[src/rtl/vid_pos_gen.sv]
// -----------------------------------------------------------------------------
// vid_pos_gen
//
// Front end of the logo/detect path. It parses an Avalon-ST Video stream
// (24-bit beats, 3 symbols in parallel) and forwards every beat through a
// one-deep register slice with backpressure. Each forwarded video pixel carries
// its (cnt_x, cnt_y) coordinate, and pix_valid marks real pixels. Control
// packets update the frame dimensions. Protocol errors produce 1-cycle pulses.
//
// Ports
//   clk, rst            clock; asynchronous active-high reset
//   din_*               input stream (data/valid/sop/eop), din_ready back
//   dout_*              registered output stream, dout_ready from downstream
//   pix_valid           dout_valid and the beat is a video-packet pixel
//   cnt_x, cnt_y        coordinate of the dout pixel (FFFF once past frame end)
//   frame_width/height  dimensions applied at the next video packet
//   err_short           video packet ended or was aborted before it was full
//   err_long            first pixel beyond width*height in a frame
//   err_ctrl            control packet rejected (too short or zero dimension)
// -----------------------------------------------------------------------------
module vid_pos_gen #(
   parameter int unsigned DEF_WIDTH  = 640,
   parameter int unsigned DEF_HEIGHT = 480
) (
   input  logic        clk,
   input  logic        rst,
   input  logic [23:0] din_data,
   input  logic        din_valid,
   input  logic        din_sop,
   input  logic        din_eop,
   output logic        din_ready,
   output logic [23:0] dout_data,
   output logic        dout_valid,
   output logic        dout_sop,
   output logic        dout_eop,
   input  logic        dout_ready,
   output logic        pix_valid,
   output logic [15:0] cnt_x,
   output logic [15:0] cnt_y,
   output logic [15:0] frame_width,
   output logic [15:0] frame_height,
   output logic        err_short,
   output logic        err_long,
   output logic        err_ctrl
);

   typedef enum logic [1:0] {
      S_IDLE,
      S_VIDEO,
      S_CTRL,
      S_SKIP
   } state_t;

   localparam logic [3:0] TYPE_VIDEO = 4'h0;
   localparam logic [3:0] TYPE_CTRL  = 4'hF;

   state_t      state, state_nxt;
   logic        acc;

   // Video packet tracking
   logic [15:0] cur_w, cur_h;
   logic [15:0] pos_x, pos_y;
   logic [31:0] pix_cnt;          // pixels delivered in-frame (stops at total)
   logic [31:0] frame_total;
   logic        over;             // frame already ran past width*height
   logic        excess;

   // Control packet decode
   logic [1:0]  nib_cnt;          // nibble beats seen, saturating at 3
   logic [15:0] w_acc, h_acc;
   logic [15:0] w_nxt, h_nxt;
   logic [3:0]  n0, n1, n2;

   // Per-beat decisions from the parser
   logic        beat_pix;
   logic [15:0] pix_x, pix_y;
   logic        set_short, set_long, set_ctrl;
   logic        commit, start_video, start_ctrl, video_beat, ctrl_beat;

   assign din_ready   = dout_ready | ~dout_valid;
   assign acc         = din_valid & din_ready;
   assign frame_total = 32'(cur_w) * 32'(cur_h);
   assign excess      = over | (pix_cnt == frame_total);

   assign n0 = din_data[3:0];
   assign n1 = din_data[11:8];
   assign n2 = din_data[19:16];

   // Dimension fields after merging the current beat's nibbles.
   always_comb begin : nibble_merge
      // NOTE: every output of a combinational block gets a default first so no
      // path leaves it unassigned, which would otherwise infer a latch.
      w_nxt = w_acc;
      h_nxt = h_acc;
      unique case (nib_cnt)
         2'd0: begin
            w_nxt[15:12] = n0;
            w_nxt[11:8]  = n1;
            w_nxt[7:4]   = n2;
         end
         2'd1: begin
            w_nxt[3:0]   = n0;
            h_nxt[15:12] = n1;
            h_nxt[11:8]  = n2;
         end
         2'd2: begin
            h_nxt[7:4]   = n0;
            h_nxt[3:0]   = n1;
         end
         default: ;              // beats after the third are ignored
      endcase
   end

   always_comb begin : parse_comb
      state_nxt   = state;
      beat_pix    = 1'b0;
      pix_x       = 16'd0;
      pix_y       = 16'd0;
      set_short   = 1'b0;
      set_long    = 1'b0;
      set_ctrl    = 1'b0;
      commit      = 1'b0;
      start_video = 1'b0;
      start_ctrl  = 1'b0;
      video_beat  = 1'b0;
      ctrl_beat   = 1'b0;
      if (acc) begin
         if (din_sop) begin
            // A sop inside a packet aborts it; an unfinished frame is short.
            if (state == S_VIDEO && !over && pix_cnt < frame_total)
               set_short = 1'b1;
            state_nxt = S_IDLE;
            if (din_data[3:0] == TYPE_VIDEO) begin
               start_video = 1'b1;
               if (din_eop)
                  set_short = 1'b1;    // header-only video packet
               else
                  state_nxt = S_VIDEO;
            end else if (din_data[3:0] == TYPE_CTRL) begin
               start_ctrl = 1'b1;
               if (din_eop)
                  set_ctrl = 1'b1;     // no nibble beats at all
               else
                  state_nxt = S_CTRL;
            end else if (!din_eop) begin
               state_nxt = S_SKIP;
            end
         end else begin
            unique case (state)
               S_VIDEO: begin
                  video_beat = 1'b1;
                  beat_pix   = 1'b1;
                  if (excess) begin
                     pix_x    = 16'hFFFF;
                     pix_y    = 16'hFFFF;
                     set_long = ~over;
                  end else begin
                     pix_x = pos_x;
                     pix_y = pos_y;
                  end
                  if (din_eop) begin
                     state_nxt = S_IDLE;
                     // This beat counts as delivered, hence the +1.
                     if (!excess && (pix_cnt + 32'd1) < frame_total)
                        set_short = 1'b1;
                  end
               end
               S_CTRL: begin
                  ctrl_beat = 1'b1;
                  if (din_eop) begin
                     state_nxt = S_IDLE;
                     if (nib_cnt >= 2'd2 && w_nxt != 16'd0 && h_nxt != 16'd0)
                        commit = 1'b1;
                     else
                        set_ctrl = 1'b1;
                  end
               end
               S_SKIP: begin
                  if (din_eop)
                     state_nxt = S_IDLE;
               end
               default: ;              // IDLE: stray beats pass through
            endcase
         end
      end
   end

   always_ff @(posedge clk or posedge rst) begin : state_reg
      if (rst)
         state <= S_IDLE;
      else
         // NOTE: sequential state uses non-blocking assignment so every
         // register samples pre-edge values regardless of statement order.
         state <= state_nxt;
   end

   always_ff @(posedge clk or posedge rst) begin : datapath_reg
      if (rst) begin
         dout_data    <= '0;
         dout_valid   <= 1'b0;
         dout_sop     <= 1'b0;
         dout_eop     <= 1'b0;
         pix_valid    <= 1'b0;
         cnt_x        <= '0;
         cnt_y        <= '0;
         err_short    <= 1'b0;
         err_long     <= 1'b0;
         err_ctrl     <= 1'b0;
         frame_width  <= 16'(DEF_WIDTH);
         frame_height <= 16'(DEF_HEIGHT);
         cur_w        <= 16'(DEF_WIDTH);
         cur_h        <= 16'(DEF_HEIGHT);
         pos_x        <= '0;
         pos_y        <= '0;
         pix_cnt      <= '0;
         over         <= 1'b0;
         nib_cnt      <= '0;
         w_acc        <= '0;
         h_acc        <= '0;
      end else begin
         err_short <= set_short;
         err_long  <= set_long;
         err_ctrl  <= set_ctrl;

         // Output slice: load on accept, drain when downstream takes it,
         // otherwise hold everything (including coordinates) while stalled.
         if (acc) begin
            dout_data  <= din_data;
            dout_sop   <= din_sop;
            dout_eop   <= din_eop;
            dout_valid <= 1'b1;
            pix_valid  <= beat_pix;
            cnt_x      <= pix_x;
            cnt_y      <= pix_y;
         end else if (dout_ready) begin
            dout_valid <= 1'b0;
            pix_valid  <= 1'b0;
         end

         if (start_video) begin
            cur_w   <= frame_width;
            cur_h   <= frame_height;
            pos_x   <= '0;
            pos_y   <= '0;
            pix_cnt <= '0;
            over    <= 1'b0;
         end else if (video_beat) begin
            if (excess) begin
               over <= 1'b1;
            end else begin
               pix_cnt <= pix_cnt + 32'd1;
               if (pos_x == cur_w - 16'd1) begin
                  pos_x <= '0;
                  pos_y <= pos_y + 16'd1;
               end else begin
                  pos_x <= pos_x + 16'd1;
               end
            end
         end

         if (start_ctrl) begin
            nib_cnt <= '0;
            w_acc   <= '0;
            h_acc   <= '0;
         end else if (ctrl_beat) begin
            w_acc <= w_nxt;
            h_acc <= h_nxt;
            if (nib_cnt != 2'd3)
               nib_cnt <= nib_cnt + 2'd1;
         end

         if (commit) begin
            frame_width  <= w_nxt;
            frame_height <= h_nxt;
         end
      end
   end

endmodule
[config.mk]
export PLATFORM = sky130hd
export DESIGN_NAME = vid_pos_gen
export DESIGN_NICKNAME = d
export VERILOG_FILES = /design/src/rtl/vid_pos_gen.sv
export SDC_FILE = /design/constraint.sdc
export NUM_CORES = 1
export LEC_CHECK = 0
export ABC_AREA = 1
export CAP_MARGIN = 20
export CORE_MARGIN = 10
export CORE_UTILIZATION = 25
export DETAILED_ROUTE_END_ITERATION = 12
export PLACE_DENSITY = 0.51
export SYNTH_ARGS = -nofsm -noshare
export SYNTH_HDL_FRONTEND = slang
export SYNTH_SLANG_ARGS = --single-unit
[constraint.sdc]
create_clock -name clk -period 10.1 [get_ports clk]
set_input_delay 1.01 -clock clk [delete_from_list [all_inputs] [get_ports clk]]
set_output_delay 1.01 -clock clk [all_outputs]
set_load 0.01 [all_outputs]
==> reports/metrics.yaml <==
placed_design:
  routabilityCongestion: 0.841
  dp_hpwl_um: 46500
  port_buffers: 125
setup_path:
  crit_path_top_delay_cell: "dfrtp_1"
  cp-start-kind: "flip-flop"
  cp.required_ns: 10.60
  max_stage_delay_ns: 0.99
  reg2reg_to: "pos_y[15]"
  cp_common_cell: "nand2_1"
  path_max_fanout: 33
  critical_path_class: "flip-flop to flip-flop"
  endpoint_kind: "flip-flop"
  r2r_slack_ns: 1.44
  reg2reg_depth: 35
  crit_arrival_ns: 9.16
  r2r-start: "cur_w[6]"
hold_path:
  hold-path-endpoint: "dout_data[15]"
  min-delay-start: "dout_data[15]"
  min_path_cells: 2
  hold_class: "flip-flop to flip-flop"
cts:
  clk_pin_slew_ns: 0.06
  cts_hold_buf: 0
  cts_sinks: 228
  ctsHtreeMaxLevel: 1
  cts_buffer_depth: 3
  cts_made_buffers: 28
  cts_setup_buffers: 0
  cts_resized: 0
  cts_tree: "done"
  clk_latency_ns: 0.59
  root_buffer: "clkbuf_16"
detailed_routing:
  via_count: 17177
  dr.pass1.iters: 5
  drt-met1-wl_um: 29600
  dr.first_iter.drc_count: 966
  dr.max_layer_used: "met5"
  drt-total-wl_um: 61500
  antenna_left: 0
  route.met3.wl_um: 2250
  wl_per_cell_um: 15.5
  viasPerCell: 4.33
  wl_met2_um: 28400
  drc: 0
sta:
  tightest_slew_ns: 1.04
  fin_tns_setup_ns: 0
  hold_slack_ns: 0.476
  finalMaxSlewViolations: 0
  hold_viol: 0
  setup_violations: 0
  post-route-period-util_pct: 85.7
  rsz0062_at_grt: "false"
  max_freq_ghz: 0.116
  relSlewSlack_pct: 30.3
  skew_ns: 0.0235
  fin_crit_ns: 8.66
die:
  fp.dieH_um: 313
  fp.dieW_um: 313
  num_rows: 107
  core_region_area_mm2: 0.0850
  die_area_mm2: 0.0977
  start_util_pct: 25.2
  ios: 126
finish:
  mostFrequentLayoutCells: "nand2_1 (776), inv_1 (543), dfrtp_1 (216), o21ai_0 (195), fa_1 (194)"
  final_net_count: 3196
  largest-register: "pix_cnt"
  reg_top3: "pix_cnt (32), dout_data (24)"
  area_growth_pct: 15.8
  largest_reg_flops: 32
  final_common_cell: "nand2_1"
  diodes: 0
  drive_gt1_share_pct: 5.17
  nFillCells: 9094
synth:
  ys_seq_elements: 228
  avgSynthCellArea_um2: 7.77
  syn_area_mm2: 0.0214
  synthCells: 2754
  ys_seq_area_share_pct: 26.7
  syn_nets: 3148
  ys_types: 52
  ys.warnings.count: 0
  synth_ff_type: "dfrtp_1"
  async_flop_share_pct: 100
  synth_edf_count: 0
global_routing:
  grt_start_max_net_pins: 159
  grt_util_all_layers_pct: 12.4
  overflow: 0
  grt_pass1_vias: 17278
  grt_pass1_wl_um: 99000
  grt_antenna_before_repair: 1
job:
  drv_cap: 0
power:
  ir_drop_mv: 0.239
  p_per_area_mw_per_mm2: 376
  power.leakage_nw: 12.9
run_status:
  outcome: "complete, no violations"
==> report_power, final <==
group,internal (W),switching [W],total [W]
logic,0.00255,0.00399,0.00654
clock network,0.000682,0.000448,0.00113
registers,0.00118,0.000462,0.00164
==> worst max-delay path, delay by kind of cell, from the launching register on <==
kind / cells / cell delay [ns]
buf+inv: 7 / 0.64
flops: 1 / 0.99
compound gates: 3 / 0.62
fa+ha+maj: 8 / 3.65
xor+xnor: 1 / 0.17
simple gates: 16 / 2.50
==> kinds of logic (layout without fill, tap and decap cells) <==
family,Yosys count,after routing,synth area share [%]
fa+ha+maj,364,364,28.1
buf+inv,671,741,12.0
xor+xnor,95,95,3.89
flops,228,228,26.7
compound gates,307,307,8.01
simple gates,1089,1089,21.3
==> cells in the mapped netlist, drive strengths merged (7+ instances only) <==
cell | count | area [µm²]
a21oi | 55 | 275
buf | 34 | 178
clkbuf | 88 | 330
dfrtp | 216 | 5410
dfstp | 12 | 315
fa | 194 | 3880
ha | 170 | 2130
inv | 549 | 2060
nand2 | 792 | 3010
nand3 | 91 | 465
nand3b | 7 | 65.1
nand4 | 38 | 250
nor2 | 111 | 458
nor3 | 21 | 121
nor4 | 15 | 93.8
o21ai | 206 | 1040
o22ai | 15 | 156
or2 | 11 | 71.3
xnor2 | 29 | 254
xor2 | 66 | 578
==> routing by layer <==
layer / up-vias / GRT usage, %
met2: 305 / 20.5
li1: 8523 / -
met1: 8279 / 17.3
met5: - / 0
met4: 2 / 2.48
met3: 68 / 1.34
==> worst max path at each step <==
| stage | startpoint | end | slack [ns] | cells past startpoint |
|---|---|---|---|---|
| 2_1_floorplan | cur_w[9] | pos_y[5] | 2.69 | 36 |
| 3_3_place_gp | cur_w[6] | pos_y[13] | 1.53 | 35 |
| 3_5_place_dp | cur_w[6] | pos_x[9] | 1.40 | 33 |
| 4_1_cts | cur_w[6] | pos_x[15] | 1.36 | 33 |
| 5_1_grt | cur_w[6] | pos_y[12] | 0.75 | 35 |
| 6_report | cur_w[6] | pos_y[15] | 1.44 | 35 |
==> through the flow <==
step	util [%]	area, µm²	setup slack, ns	instances	power, W
after global routing	29.2	24800	0.755	3968	0.0105
after detailed placement	27.9	23800	1.40	3916	0.00825
final	29.2	24800	1.44	3968	0.00931
after CTS	29.2	24800	1.36	3968	0.00942
after global placement	27.9	23700	1.53	3915	0.00819
after floorplan	-	21400	2.69	2754	0.00632
==> layout make-up <==
class	instances	area, µm²	share of cell area, %
multi-input combinational	1855	13100	53.0
inverter	549	2070	8.34
tap	1144	1430	5.77
clock buffer	31	732	2.95
sequential	228	5720	23.1
timing repair buffer	140	1400	5.63
clock inverter	21	303	1.22
Power figures use the tool's default switching activity.
